**src/rtl/reg_writeback_ctrl_pkg.sv**
```systemverilog
// Shared register-file constants and helpers for the write-back controller
// and its load queue.
package reg_writeback_ctrl_pkg;

  localparam int unsigned REG_ADDR_W     = 5;
  localparam int unsigned NUM_REGS       = 32;
  localparam int unsigned DATA_WIDTH_DEF = 32;

  typedef enum logic [1:0] {
    WB_NONE,
    WB_ALU,
    WB_LQ
  } wb_src_e;

  // x0 is hard-wired, so it never gets a scoreboard bit.
  function automatic logic [NUM_REGS-1:0] reg_onehot(input logic [REG_ADDR_W-1:0] rd);
    logic [NUM_REGS-1:0] v;
    v = '0;
    if (rd != '0) v[rd] = 1'b1;
    return v;
  endfunction

endpackage

```
**src/rtl/reg_writeback_ctrl_wb_fifo.sv**
```systemverilog
// Circular load queue: separate read/write pointers, occupancy count
// distinguishes full from empty.
module wb_fifo #(
  parameter int unsigned WIDTH = 37,
  parameter int unsigned DEPTH = 2
) (
  input  logic             clk,
  input  logic             reset,
  input  logic             push,
  input  logic             pop,
  input  logic [WIDTH-1:0] din,
  output logic [WIDTH-1:0] dout,
  output logic             full,
  output logic             empty
);

  localparam int unsigned PTR_W = (DEPTH > 1) ? $clog2(DEPTH) : 1;
  localparam int unsigned CNT_W = $clog2(DEPTH + 1);

  logic [WIDTH-1:0] mem [DEPTH];
  logic [PTR_W-1:0] wr_ptr;
  logic [PTR_W-1:0] rd_ptr;
  logic [CNT_W-1:0] count;
  logic             do_push;
  logic             do_pop;

  assign full    = (count == CNT_W'(DEPTH));
  assign empty   = (count == '0);
  assign do_pop  = pop && !empty;
  // A pop in the same cycle frees the slot, so a full queue can still take a push.
  assign do_push = push && (!full || do_pop);
  assign dout    = mem[rd_ptr];

  always_ff @(posedge clk or posedge reset) begin
    if (reset) begin
      wr_ptr <= '0;
      rd_ptr <= '0;
      count  <= '0;
    end else begin
      if (do_push) wr_ptr <= wr_ptr + 1'b1;
      if (do_pop)  rd_ptr <= rd_ptr + 1'b1;
      case ({do_push, do_pop})
        2'b10:   count <= count + 1'b1;
        2'b01:   count <= count - 1'b1;
        default: count <= count;
      endcase
    end
  end

  always_ff @(posedge clk) begin
    if (do_push) mem[wr_ptr] <= din;
  end

endmodule

```
**src/rtl/reg_writeback_ctrl.sv**
```systemverilog
// Single-port register write-back arbiter between the ALU and a load queue,
// with a pending-write scoreboard.
module reg_writeback_ctrl
  import reg_writeback_ctrl_pkg::*;
#(
  parameter int unsigned DATA_WIDTH = DATA_WIDTH_DEF,
  parameter int unsigned LQ_DEPTH   = 2
) (
  input  logic                  clk,
  input  logic                  reset,
  input  logic                  issue_valid,
  input  logic [REG_ADDR_W-1:0] issue_rd,
  input  logic                  alu_valid,
  input  logic [REG_ADDR_W-1:0] alu_rd,
  input  logic [DATA_WIDTH-1:0] alu_data,
  output logic                  alu_ready,
  input  logic                  ld_valid,
  input  logic [REG_ADDR_W-1:0] ld_rd,
  input  logic [DATA_WIDTH-1:0] ld_data,
  output logic                  ld_ready,
  output logic                  wr_en,
  output logic [REG_ADDR_W-1:0] wr_addr,
  output logic [DATA_WIDTH-1:0] wr_data,
  output logic [NUM_REGS-1:0]   busy
);

  localparam int unsigned ENTRY_W = REG_ADDR_W + DATA_WIDTH;

  logic                  lq_push;
  logic                  lq_pop;
  logic                  lq_full;
  logic                  lq_empty;
  logic [ENTRY_W-1:0]    lq_din;
  logic [ENTRY_W-1:0]    lq_dout;
  wb_src_e               win_src;
  logic [REG_ADDR_W-1:0] win_rd;
  logic [DATA_WIDTH-1:0] win_data;
  logic [NUM_REGS-1:0]   set_vec;
  logic [NUM_REGS-1:0]   clr_vec;

  assign ld_ready = !lq_full;
  assign alu_ready = !lq_full;
  assign lq_push  = ld_valid && ld_ready;
  assign lq_din   = {ld_rd, ld_data};

  wb_fifo #(
    .WIDTH (ENTRY_W),
    .DEPTH (LQ_DEPTH)
  ) u_lq (
    .clk   (clk),
    .reset (reset),
    .push  (lq_push),
    .pop   (lq_pop),
    .din   (lq_din),
    .dout  (lq_dout),
    .full  (lq_full),
    .empty (lq_empty)
  );

  // A full queue preempts the ALU so loads cannot starve.
  always_comb begin
    win_src = WB_NONE;
    if (lq_full)          win_src = WB_LQ;
    else if (alu_valid)   win_src = WB_ALU;
    else if (!lq_empty)   win_src = WB_LQ;
  end

  assign lq_pop = (win_src == WB_LQ);

  always_comb begin
    win_rd   = '0;
    win_data = '0;
    case (win_src)
      WB_ALU: begin
        win_rd   = alu_rd;
        win_data = alu_data;
      end
      WB_LQ: begin
        win_rd   = lq_dout[ENTRY_W-1 -: REG_ADDR_W];
        win_data = lq_dout[DATA_WIDTH-1:0];
      end
      default: ;
    endcase
  end

  always_ff @(posedge clk or posedge reset) begin
    if (reset) begin
      wr_en   <= 1'b0;
      wr_addr <= '0;
      wr_data <= '0;
    end else begin
      wr_en <= (win_src != WB_NONE) && (win_rd != '0);
      if ((win_src != WB_NONE) && (win_rd != '0)) begin
        wr_addr <= win_rd;
        wr_data <= win_data;
      end
    end
  end

  assign set_vec = issue_valid ? reg_onehot(issue_rd) : '0;
  assign clr_vec = wr_en ? reg_onehot(wr_addr) : '0;

  always_ff @(posedge clk or posedge reset) begin
    if (reset) busy <= '0;
    else       busy <= (busy & ~clr_vec) | set_vec;
  end

endmodule

```
**config.mk**
```make
export PLATFORM = sky130hd
export DESIGN_NAME = reg_writeback_ctrl
export DESIGN_NICKNAME = d
export VERILOG_FILES = /design/src/rtl/reg_writeback_ctrl_pkg.sv /design/src/rtl/reg_writeback_ctrl_wb_fifo.sv /design/src/rtl/reg_writeback_ctrl.sv
export SDC_FILE = /design/constraint.sdc
export NUM_CORES = 1
export LEC_CHECK = 0
export BUFFER_PORTS_ARGS = -buffer_cell sky130_fd_sc_hd__buf_2
export CAP_MARGIN = 30
export CELL_PAD_IN_SITES_DETAIL_PLACEMENT = 0
export CELL_PAD_IN_SITES_GLOBAL_PLACEMENT = 1
export CORE_MARGIN = 2
export CORE_UTILIZATION = 45
export DETAILED_ROUTE_END_ITERATION = 10
export PLACE_DENSITY = 0.92
export SYNTH_ARGS = -nofsm -noshare
export SYNTH_HDL_FRONTEND = slang
export SYNTH_SLANG_ARGS = --single-unit
```
**constraint.sdc**
```tcl
create_clock -name clk -period 6.3 [get_ports clk]
set_input_delay 1.26 -clock clk [delete_from_list [all_inputs] [get_ports clk]]
set_output_delay 1.26 -clock clk [all_outputs]
set_load 0.01 [all_outputs]
```
Word-level counts from Yosys, hierarchy flattened
Memories as Yosys holds them, arrays and structs flattened.
Cells that the tools add are included.
- bits in registers: 74
- memory bits (writable): 74
- input bits: 84
- output and inout bits: 72
- word-level logic and storage cells: 55
- memories: 1
- $add $sub $neg: 4
- magnitude comparators: 4
- equality and inequality tests: 5
- mux-type cells: 16
- bitwise logic cells: 3
- reduce and logical (&&, ||, !) cells: 15
- memories (name ; words ; width ; read ports ; clocked after memory_dff ; write ports ; RTL line ; source):
    u_lq.mem ; 2 ; 37 ; 1 ; 0 ; 1 ; reg_writeback_ctrl_wb_fifo.sv:20 ; logic [WIDTH-1:0] mem [DEPTH];
- operators by type and width (operator ; number):
    $mux W32 ; 4
    $pmux W32 S2 ; 1
    $and A32 B32 Y32 ; 1
    $not A32 Y32 ; 1
    $or A32 B32 Y32 ; 1
    $reduce_bool A5 Y1 ; 3
    $lt A5 B6 Y1 const B ; 2
    $demux W1 S5 ; 2
    $ge A5 B1 Y1 const B ; 2
    $pmux W5 S2 ; 1
    $eq A2 B2 Y1 const B ; 3
    $logic_and A1 B1 Y1 ; 6
    $mux W2 ; 3
    $eq A2 B1 Y1 const B ; 2
    $mux W1 ; 4
    $pmux W2 S2 ; 1
    $reduce_bool A2 Y1 ; 2
    $add A1 B1 Y1 const B ; 2
    $add A2 B1 Y2 const B ; 1
    $logic_not A1 Y1 ; 2
    $logic_not A2 Y1 ; 1
    $sub A2 B1 Y2 const B ; 1
    $logic_or A1 B1 Y1 ; 1

Longest topological paths before layout
- word-level depth: 10
- gate-level depth with buffers: 7

By module
From an unflattened synthesis, not the netlist that was laid out.
- cells, all modules: 402
- area total of the unflattened synthesis: 6063.3 um^2
- modules (own cells, without submodules) (module ; instances ; cells each ; area each (um^2) ; seq. area each (um^2)):
    reg_writeback_ctrl ; 1 ; 262 ; 3173.0 ; 1751.7
    wb_fifo ; 1 ; 140 ; 2890.3 ; 2322.2

Worst setup path before layout
OpenSTA, ideal clock, no wires.
- path kind: in2reg
- start: input port ld_valid
- end: memory u_lq.mem[0][0] (enable)
- library setup time: 431 ps
- arrival: 2915 ps
- slack: 2954 ps
- stages: 2
- path through: nand2_1 -> nor2_1
- cells in the longest elaborated chain, start to end: 4
- RTL lines (what ; RTL line ; source):
    start, declared ; reg_writeback_ctrl.sv:17 ; input logic ld_valid,
    $logic_and A1 B1 Y1 ; reg_writeback_ctrl.sv:43 ; assign lq_push = ld_valid && ld_ready;
    $logic_and A1 B1 Y1 ; reg_writeback_ctrl_wb_fifo.sv:31 ; assign do_push = push && (!full || do_pop);
    $mux W1 ; reg_writeback_ctrl_wb_fifo.sv:51 ; if (do_push) mem[wr_ptr] <= din;
    $mux W1 (not written as such) ; reg_writeback_ctrl_wb_fifo.sv:51 ;
    end, declared ; reg_writeback_ctrl_wb_fifo.sv:20 ;
Every way passes these cells.

Worst setup path after layout
- start: register u_lq.rd_ptr
- end: register wr_data[20]
- cells in the longest elaborated chain, start to end: 4
- elaborated cells on any way between the ends: 5
- classes of those cells: mux: 2; reduce/logical: 2; memory: 1
- RTL lines (what ; RTL line ; source):
    start, declared ; reg_writeback_ctrl_wb_fifo.sv:22 ; logic [PTR_W-1:0] rd_ptr;
    start signal, assigned ; reg_writeback_ctrl_wb_fifo.sv:41 ; if (do_pop) rd_ptr <= rd_ptr + 1'b1;
    $mem_v2 Z2 W37 * ; n/a ;
    $pmux W5 S2 ; reg_writeback_ctrl.sv:73 ; case (win_src)
    $reduce_bool A5 Y1 ; reg_writeback_ctrl.sv:93 ; if ((win_src != WB_NONE) && (win_rd != '0)) begin
    $logic_and A1 B1 Y1 ; reg_writeback_ctrl.sv:93 ;
    end signal, assigned ; reg_writeback_ctrl.sv:95 ; wr_data <= win_data;
    end, declared ; reg_writeback_ctrl.sv:23 ; output logic [DATA_WIDTH-1:0] wr_data,
Mark *: on every way between the ends. The rest lies on a longest branch, timed or not.
A chain may end at the register's enable or synchronous reset.

==> results.py <==
metrics = {
    "sta": {
        "slew_violations": 0,
        "setup_violations": 0,
        "fmax_mhz": 288.3,
        "hold_ws_ns": 0.3789,
        "rsz0062_at_grt": "no",
        "hold_viol_final": 0,
        "fin_ws_ns": 2.832,
        "relSlewSlack_pct": 26.49,
        "fin_skew_ns": 0.006411,
        "worst_pin_slew_ns": 1.103,
        "tns_ns": 0,
        "min_period_ns": 3.468,
        "timing.final.crit_share_pct": 55.05,
    },
    "clocking": {
        "clk_pin_slew_ns": 0.06,
        "cts_buffer_depth": 2,
        "cts_buffers": 17,
        "cts_tree": "done",
        "cts_hold_buf": 0,
        "htreeDepth": 4,
        "clk_latency_ns": 0.42,
        "root_buffer": "clkbuf_16",
        "post_cts_resized": 0,
        "postCtsSetupRepairBufs": 0,
        "clock-sinks": 148,
    },
    "synth": {
        "avgSynthCellArea_sq_um": 14.97,
        "synth_top_cell_by_area": "edfxtp_1",
        "syn-num-nets": 482,
        "ys_seq_elements": 148,
        "syn-instance-count": 397,
        "ys_warn_count": 0,
        "yosys.area.top_type_share_pct": 37.38,
        "synth_area_sq_um": 5944,
        "synthTopCellsByArea": "edfxtp_1 37%, dfrtp_1 31%, mux2i_1 6.2%",
        "synth_cell_types": 34,
        "yosysSeqAreaShare_pct": 68.53,
    },
    "finish": {
        "n_antenna_cell": 0,
        "area_growth_pct": 26.94,
        "postLayoutCoreUtil_pct": 59.08,
        "final_area_sq_um": 7546,
        "fillers": 1002,
        "fin_nets": 641,
        "layout-drive-gt1-share_pct": 38.84,
    },
    "floorplan": {
        "io_pins": 156,
        "dieArea_sq_um": 14150,
        "rows": 41,
        "die-height_um": 118.9,
        "initial_utilization_pct": 46.54,
        "coreArea_sq_um": 12770,
        "die_w_um": 118.9,
    },
    "worst_setup_path": {
        "r2r-start": "u_lq.rd_ptr$_DFFE_PP0P_",
        "r2r_cells": 6,
        "arrival_ns": 3.77,
        "start_kind": "flip-flop",
        "critPathMaxFanout": 24,
        "reg2reg_to": "wr_data[20]$_DFFE_PP0P_",
        "ff2ff_setup_slack_ns": 2.83,
        "cp.required_ns": 6.61,
        "crit_type": "flip-flop to flip-flop",
        "end_kind": "flip-flop",
    },
    "placement": {
        "post-place-ws_ns": 2.372,
        "io_buffers": 155,
        "hpwl_mm": 9.073,
        "post_dp_cell_area_sq_um": 6873,
        "gp_congestion": 0.8245,
    },
    "drt": {
        "dr.pass1.iters": 4,
        "wl_per_cell_um": 18.11,
        "drtIter0Drc": 235,
        "antenna_left": 0,
        "vias_per_cell": 5.414,
        "drc": 0,
        "num_vias": 4012,
        "totalWireLength_mm": 13.42,
    },
    "hold_path": {
        "holdPathEnd": "busy[0]$_DFF_PP0_",
        "min_from": "busy[0]$_DFF_PP0_",
        "whs_path_depth": 0,
        "holdCritPathClass": "flip-flop to flip-flop",
    },
    "global_route": {
        "antenna_found_initial": 1,
        "grt_pass1_wl_mm": 21.32,
        "first_global_vias": 4137,
        "grt_start_max_net_pins": 75,
        "grtUsageTotal_pct": 19.83,
        "gr-total-overflow": 0,
    },
    "power": {
        "power_density_nw_per_um2": 523.6,
        "p_leak_nw": 3.151,
        "ir_drop_mv": 0.2758,
    },
    "run_status": {
        "status": "complete, no violations",
    },
    "flow_run": {
        "cap_violations": 0,
    },
}
-- Yosys cell counts --
library cell and n:
dfrtp_1 74, edfxtp_1 74, o21ai_0 62, mux2i_1 37, o2bb2ai_1 32, mux2_2 18, mux2_1 14, nor2_1 12
nand3b_1 10, buf_2 9, clkbuf_1 6, nand2_1 6, a221o_1 5, nand3_1 4, or3b_2 4, xnor2_1 4
buf_4 3, inv_1 3, and2_1 2, buf_6 2, nor3_1 2, or3_1 2, a22oi_2 1, and3_1 1
buf_1 1, buf_8 1, ha_1 1, nand2b_1 1, nand2b_4 1, nor3b_1 1, nor4_1 1, nor4b_1 1
o22ai_1 1, xor2_1 1
-- cells in the final DEF, fill, tap and decap left out, drive strengths merged, types with 4 or more instances in the layout --
cell | Yosys | routed
a221o | 5 | 5
buf | 16 | 162
bufinv | 0 | 4
clkbuf | 6 | 20
clkinv | 0 | 8
dfrtp | 74 | 74
edfxtp | 74 | 74
mux2 | 32 | 32
mux2i | 37 | 37
nand2 | 6 | 6
nand3 | 4 | 4
nand3b | 10 | 10
nor2 | 12 | 12
o21ai | 62 | 62
o2bb2ai | 32 | 32
or3b | 4 | 4
xnor2 | 4 | 4
-- per-layer routing --
layer / routed length (um) / share of wire [%] / global-route usage [%]
met3: 1009 / 7.5 / 6.322
met5: 0 / 0 / 0
met4: 175 / 1.3 / 8.408
met1: 5558 / 41 / 24.92
met2: 6675 / 50 / 31.72
-- per-stage QoR --
step | cells | power, mW
after floorplan | 397 | 2.431
after global placement | 707 | 2.832
after detailed placement | 708 | 2.893
after CTS | 740 | 3.985
after global routing | 741 | 4.187
final | 741 | 3.951
-- worst max path at each step --
stage | start | to | cells after the start
2_1_floorplan | ld_valid | u_lq.mem[0][0]$_DFFE_PP_ | 2
3_3_place_gp | alu_valid | wr_data[18]$_DFFE_PP0P_ | 8
3_5_place_dp | alu_valid | wr_data[31]$_DFFE_PP0P_ | 8
4_1_cts | u_lq.rd_ptr$_DFFE_PP0P_ | wr_data[20]$_DFFE_PP0P_ | 6
5_1_grt | u_lq.rd_ptr$_DFFE_PP0P_ | wr_data[14]$_DFFE_PP0P_ | 6
6_report | u_lq.rd_ptr$_DFFE_PP0P_ | wr_data[20]$_DFFE_PP0P_ | 6
-- final cells by class --
class	instances	area, sq um	share of cell area (%)
Inverter	3	12.51	0.1658
Multi-Input combinational cell	224	1737	23.01
Clock inverter	12	177.7	2.354
Tap cell	172	215.2	2.852
Timing Repair Buffer	162	860.8	11.41
Sequential cell	148	4075	54.00
Clock buffer	20	467.9	6.201
-- critical path, stage by stage, from the launching register on --
cell	delay [ns]
dfrtp_2	0.74
buf_4	0.45
nor4b_1	0.29
o22ai_1	0.15
a22oi_2	0.87
buf_4	0.44
mux2_2	0.39
-- sequential cells by signal (all words and copies together), names as in the netlist --
signal / cells
busy: 32
u_lq.count: 2
u_lq.mem: 74
u_lq.rd_ptr: 1
u_lq.wr_ptr: 1
wr_addr: 5
wr_data: 32
wr_en: 1
-- power by group --
group	leakage [nW]	total, mW	internal [mW]	switching, mW
combinational	1.28	1.26	0.568	0.690
sequential	1.55	1.61	1.39	0.223
clock	0.315	1.08	0.697	0.388
total	3.15	3.95	2.65	1.30
-- kinds of logic (layout without fill, tap and decap cells) --
group	count (synthesis)	after routing	synth area share, %
DFF	148	148	68.53
AOI/OAI and AO/OA	101	101	11.09
muxes	69	69	12.29
and+or+nand+nor	48	48	4.736
buffers and inverters	25	197	2.399
xor gates and xnor gates	5	5	0.7367
adders and majority gates	1	1	0.2104
Power figures use the tool's default switching activity.
